[src/rtl/seg_scan_decoder_pkg.sv]
// Shared constants for the 7-segment display path: hex segment table,
// blanking words and the buffer-update operations used by the scan driver.
package seg_scan_decoder_pkg;

    localparam int MAX_DIGITS = 8;

    // Active-low {a,b,c,d,e,f,g}; index is the hex value.
    localparam logic [6:0] SEG_HEX [16] = '{
        7'b0000001, 7'b1001111, 7'b0010010, 7'b0000110,
        7'b1001100, 7'b0100100, 7'b0100000, 7'b0001111,
        7'b0000000, 7'b0000100, 7'b0001000, 7'b1100000,
        7'b0110001, 7'b1000010, 7'b0110000, 7'b0111000
    };

    localparam logic [7:0]            SEG_BLANK = 8'hFF;
    localparam logic [MAX_DIGITS-1:0] ANODE_OFF = '1;

    typedef enum logic [1:0] {
        BUF_HOLD,
        BUF_STAGE,
        BUF_COMMIT,
        BUF_DIRECT
    } buf_op_e;

    function automatic logic [7:0] seg_word(input logic [6:0] seg_n, input logic dp_lit);
        return {seg_n, ~dp_lit};
    endfunction

endpackage

[src/rtl/seg_hex_lut.sv]
// Combinational hex-to-7-segment decoder, active-low {a..g}; shared by
// every display block that needs a hex glyph.
module seg_hex_lut
    import seg_scan_decoder_pkg::*;
(
    input  logic [3:0] i_hex,
    output logic [6:0] o_seg_n
);

    assign o_seg_n = SEG_HEX[i_hex];

endmodule

[src/rtl/seg_scan_decoder.sv]
// Time-multiplexed 7-segment driver: prescaled scan index, double-buffered
// digit latch so a frame never tears, and a registered anode/segment stage.
module seg_scan_decoder
    import seg_scan_decoder_pkg::*;
#(
    parameter int NUM_DIGITS = 8,
    parameter int DIV_WIDTH  = 16,
    parameter int DIV_MAX    = 49999
) (
    input  logic                      clk,
    input  logic                      rst,
    input  logic                      en,
    input  logic                      load,
    input  logic [4*NUM_DIGITS-1:0]   digits_in,
    input  logic [NUM_DIGITS-1:0]     dp_in,
    input  logic [NUM_DIGITS-1:0]     blank_mask,
    output logic [7:0]                seg_out,
    output logic [NUM_DIGITS-1:0]     an_out,
    output logic [2:0]                digit_idx,
    output logic                      frame_done
);

    localparam logic [DIV_WIDTH-1:0] CNT_MAX  = DIV_WIDTH'(DIV_MAX);
    localparam logic [2:0]           IDX_LAST = 3'(NUM_DIGITS - 1);

    logic [DIV_WIDTH-1:0]    r_cnt;
    logic [2:0]              r_idx;

    logic [4*NUM_DIGITS-1:0] r_stage_dig;
    logic [NUM_DIGITS-1:0]   r_stage_dp;
    logic [4*NUM_DIGITS-1:0] r_disp_dig;
    logic [NUM_DIGITS-1:0]   r_disp_dp;
    logic                    r_pending;

    logic [7:0]              r_seg;
    logic [NUM_DIGITS-1:0]   r_an;
    logic [2:0]              r_digit_idx;

    logic                    w_tick;
    logic                    w_wrap;
    buf_op_e                 w_buf_op;
    logic [NUM_DIGITS-1:0]   w_sel_onehot;
    logic                    w_idx_valid;
    logic                    w_blank;
    logic                    w_dp;
    logic                    w_dark;
    logic [3:0]              w_cur_hex;
    logic [6:0]              w_seg_n;

    // The wrap cycle is the last enabled count of the last position; the
    // frame boundary commit and frame_done both key off it.
    assign w_tick = en && (r_cnt == CNT_MAX);
    assign w_wrap = w_tick && (r_idx == IDX_LAST);

    // NOTE: sequential state uses non-blocking assignments so every register
    // samples pre-edge values regardless of process ordering.
    always_ff @(posedge clk or posedge rst) begin
        if (rst) begin
            r_cnt <= '0;
            r_idx <= '0;
        end else if (en) begin
            if (w_tick) begin
                r_cnt <= '0;
                r_idx <= w_wrap ? 3'd0 : r_idx + 3'd1;
            end else begin
                r_cnt <= r_cnt + 1'b1;
            end
        end
    end

    // NOTE: every always_comb output gets a default first so no path
    // leaves it unassigned and infers a latch.
    always_comb begin
        w_buf_op = BUF_HOLD;
        if (w_wrap && load) begin
            w_buf_op = BUF_DIRECT;
        end else if (w_wrap && r_pending) begin
            w_buf_op = BUF_COMMIT;
        end else if (load) begin
            w_buf_op = BUF_STAGE;
        end
    end

    // NOTE: the digit buffers are plain flops, not RAM, so they take the
    // async reset; a reset mid-scan also drops any pending load.
    always_ff @(posedge clk or posedge rst) begin
        if (rst) begin
            r_stage_dig <= '0;
            r_stage_dp  <= '0;
            r_disp_dig  <= '0;
            r_disp_dp   <= '0;
            r_pending   <= 1'b0;
        end else begin
            case (w_buf_op)
                BUF_STAGE: begin
                    r_stage_dig <= digits_in;
                    r_stage_dp  <= dp_in;
                    r_pending   <= 1'b1;
                end
                BUF_COMMIT: begin
                    r_disp_dig <= r_stage_dig;
                    r_disp_dp  <= r_stage_dp;
                    r_pending  <= 1'b0;
                end
                BUF_DIRECT: begin
                    r_disp_dig <= digits_in;
                    r_disp_dp  <= dp_in;
                    r_pending  <= 1'b0;
                end
                default: ;
            endcase
        end
    end

    // An index outside the populated positions selects nothing and stays dark.
    assign w_sel_onehot = NUM_DIGITS'(1) << r_idx;
    assign w_idx_valid  = |w_sel_onehot;
    assign w_blank      = |(blank_mask & w_sel_onehot);
    assign w_dp         = |(r_disp_dp & w_sel_onehot);
    assign w_dark       = !en || !w_idx_valid || w_blank;

    always_comb begin
        w_cur_hex = 4'h0;
        for (int k = 0; k < NUM_DIGITS; k++) begin
            if (r_idx == 3'(k)) begin
                w_cur_hex = r_disp_dig[4*k +: 4];
            end
        end
    end

    seg_hex_lut u_hex_lut (
        .i_hex   (w_cur_hex),
        .o_seg_n (w_seg_n)
    );

    always_ff @(posedge clk or posedge rst) begin
        if (rst) begin
            r_seg       <= SEG_BLANK;
            r_an        <= ANODE_OFF[NUM_DIGITS-1:0];
            r_digit_idx <= '0;
        end else begin
            r_seg       <= w_dark ? SEG_BLANK : seg_word(w_seg_n, w_dp);
            r_an        <= w_dark ? ANODE_OFF[NUM_DIGITS-1:0] : ~w_sel_onehot;
            r_digit_idx <= r_idx;
        end
    end

    assign seg_out    = r_seg;
    assign an_out     = r_an;
    assign digit_idx  = r_digit_idx;
    assign frame_done = w_wrap;

endmodule

[config.mk]
export PLATFORM = sky130hd
export DESIGN_NAME = seg_scan_decoder
export DESIGN_NICKNAME = d
export VERILOG_FILES = /design/src/rtl/seg_scan_decoder_pkg.sv /design/src/rtl/seg_hex_lut.sv /design/src/rtl/seg_scan_decoder.sv
export SDC_FILE = /design/constraint.sdc
export NUM_CORES = 1
export LEC_CHECK = 0
export CORE_MARGIN = 3
export CORE_UTILIZATION = 59
export CTS_BUF_LIST = sky130_fd_sc_hd__clkbuf_16
export CTS_CLUSTER_SIZE = 24
export DETAILED_ROUTE_END_ITERATION = 10
export GPL_TIMING_DRIVEN = 0
export HOLD_SLACK_MARGIN = 0.15
export PLACE_DENSITY = 0.93
export SLEW_MARGIN = 10
export SYNTH_ARGS = -nofsm -noshare
export SYNTH_HDL_FRONTEND = slang
export SYNTH_SLANG_ARGS = --single-unit
export TNS_END_PERCENT = 50
[constraint.sdc]
create_clock -name clk -period 6.5 [get_ports clk]
set_input_delay 1.95 -clock clk [delete_from_list [all_inputs] [get_ports clk]]
set_output_delay 1.95 -clock clk [all_outputs]
set_load 0.01 [all_outputs]
==> metrics.yaml <==
outcome:
  status: "completed"
drt:
  wirelength_mm: 14.3
  ant_nets: 0
  routedWlPerCell_um: 19.8
  drtIter0Drc: 443
  vias: 4650
  drtPass1Iterations: 5
  vias_per_cell: 6.45
  route.detailed.drc: 0
die:
  die_h_um: 103
  die-area_sq_mm: 0.0106
  core_sq_mm: 0.00889
  die_w_um: 103
  rows: 34
  initial_utilization_pct: 62.2
  io-pin-count: 72
cts:
  clk_pin_slew_ns: 0.05
  postCtsResizedCells: 0
  cts.sinks: 119
  htree_num_levels: 4
  cts_buffer_depth: 2
  cts_root_buffer: "clkbuf_16"
  clk_latency_ns: 0.42
  cts_buffers: 17
  postCtsSetupBuffers: 0
  cts_tree: "done"
  ctsHoldBuffers: 0
job:
  maxCapViolCount: 0
placed_design:
  numPortBuffers: 71
  dpl_cell_area_sq_mm: 0.00641
  globalplace.congestion: 0.934
  placed_cells: 690
  hpwl_mm: 9.30
  post-place-ws_ns: 0.484
timing:
  fin_crit_sh_pct: 95.1
  finalHoldWorstSlack_ns: 0.442
  worst_slack_ns: 0.318
  final_max_slew_viol_count: 0
  hold_violations: 0
  rsz0062_at_grt: "false"
  fin_skew_ns: 0.00663
  max_freq_mhz: 162
  setup_viol: 0
  max-slew-margin-rel_pct: 57.2
  worst_pin_slew_ns: 0.642
  fin_crit_ns: 6.18
  setup_tns_ns: 0
pwr:
  powerDensity_mw_per_mm2: 279
  p_leak_nw: 2.92
  ir_worst_vdd_v: 0.000165
  total_power_mw: 1.95
logic_synthesis:
  synthArstFlopShare_pct: 100
  synthCells: 510
  yosys-top-cells-area: "dfrtp_1, dfstp_2, mux2_2"
  synth_mux_area_share_pct: 10.6
  synth_compound_area_share_pct: 14.5
  synthMostInstantiatedCell: "dfrtp_1"
  synth_xor_area_share_pct: 2.06
  synth_top_family_by_area: "compound AO/OA/AOI/OAI gates"
  syn-num-nets: 575
  ys_ff_latch: 119
  ys_types: 57
  synthTopCellsByCount: "dfrtp_1, nand2_1, o21ai_1, o22ai_1, mux2_2"
  synth_area_leader_cell: "dfrtp_1"
  yosysWarnings: 0
  seq_area_frac_synth_pct: 54.2
  synth-edff-count: 0
  synth_fa_ha_area_share_pct: 2.94
  synth_flop_cell: "dfrtp_1"
  netlist_area_sq_mm: 0.00553
  syn_area_per_cell_sq_um: 10.8
  synthSimpleGateAreaFrac_pct: 11.8
  synth_top_area_share_pct: 46.6
global_route:
  grt_max_degree: 79
  grt_pass1_wl_mm: 23.0
  antenna_found_initial: 0
  grtUsageTotal_pct: 28.7
  grt_pass1_vias: 4711
  gr-total-overflow: 0
cells_and_area:
  post_route_cells_drive_above_1_share_pct: 14.4
  diodes: 0
  fill_cells: 508
  nNetsFinal: 666
  final_cell_area_sq_mm: 0.00700
  instances_no_fill: 721
  final_util_pct: 78.7
  area_growth_pct: 26.6
worst_hold_path:
  hold_class: "register to register"
worst_setup_path:
  worstPathMaxFanout: 6
  crit_type: "input pin to output pin"
  start_kind: "input pin"
  required_ns: 4.55
  critPathArrivalTime_ns: 4.23
  cp-end-kind: "output pin"
per-layer routing:
layer,GRT usage (%),vias to the layer above,share of wire (%)
li1,-,2023,-
met4,15.0,0,4.3
met1,33.8,2242,37
met5,0,-,0
met3,7.31,84,7.8
met2,48.5,301,51
final cells by class:
class,instances,area (sq um),area share (%)
Timing Repair Buffer,72,738,10.5
Sequential cell,119,3000,42.8
Clock inverter,14,166,2.38
Clock buffer,17,425,6.08
Multi-Input combinational cell,342,2310,33.0
Tap cell,108,135,1.93
Buffer,34,163,2.32
Inverter,15,61.3,0.876
power breakdown:
group          switching, mW  total (mW)  internal, mW  leakage (nW)
Combinational         0.0853       0.179        0.0934          1.17
Clock                  0.320       0.947         0.627         0.289
Sequential            0.0357       0.828         0.792          1.47
Total                  0.441        1.95          1.51          2.92
critical path: stages:
cell             delay, ns
clkdlybuf4s50_1       0.60
and3_1                0.27
nand4_1               0.23
nor4_2                0.52
clkdlybuf4s50_1       0.66
sequential cells by signal, summed over array words and instances, names as in the netlist:
register,cells
r_pending,1
r_disp_dp,8
an_out,8
r_idx,3
r_cnt,16
digit_idx,3
seg_out,8
r_stage_dp,8
r_disp_dig,32
r_stage_dig,32
kinds of logic (layout without fill, tap and decap cells):
group	Yosys count	count (layout)
simple gates	137	137
compound gates	126	126
flops	119	119
mux	53	53
buf+inv	49	152
fa+ha+maj	13	13
xor+xnor	13	13
cells in the final DEF, fill, tap and decap left out, types with 3 or more instances in the layout:
master / n
dfrtp_1: 103
clkdlybuf4s50_1: 71
nand2_1: 65
o22ai_1: 41
o21ai_1: 41
mux2_2: 29
clkbuf_1: 22
nor2_1: 21
clkbuf_16: 17
inv_1: 16
dfstp_2: 16
mux2_1: 15
ha_1: 13
nand3_1: 10
a21oi_1: 9
mux2i_1: 9
xor2_1: 7
xnor2_1: 6
o21ai_0: 6
nor2b_1: 6
and3_1: 5
nand4_1: 5
clkinv_1: 5
nand3b_1: 4
buf_4: 4
buf_2: 4
o221ai_1: 4
nand2b_1: 4
bufinv_16: 4
or4_1: 3
nor3_1: 3
a22oi_1: 3
path summary, 6_finish.rpt:
path,slack (ns),cells past startpoint,end,start
worst max-delay path,0.32,5,frame_done,en
worst min register to register,0.44,0,digit_idx[2],r_idx[2]
worst min-delay path,0.44,0,digit_idx[2],r_idx[2]
min in group asynchronous,1.92,2,digit_idx[1],rst
max in group asynchronous,3.86,3,seg_out[1],rst
worst max register to register,2.51,13,seg_out[7],r_idx[1]
Power figures use the tool's default switching activity.
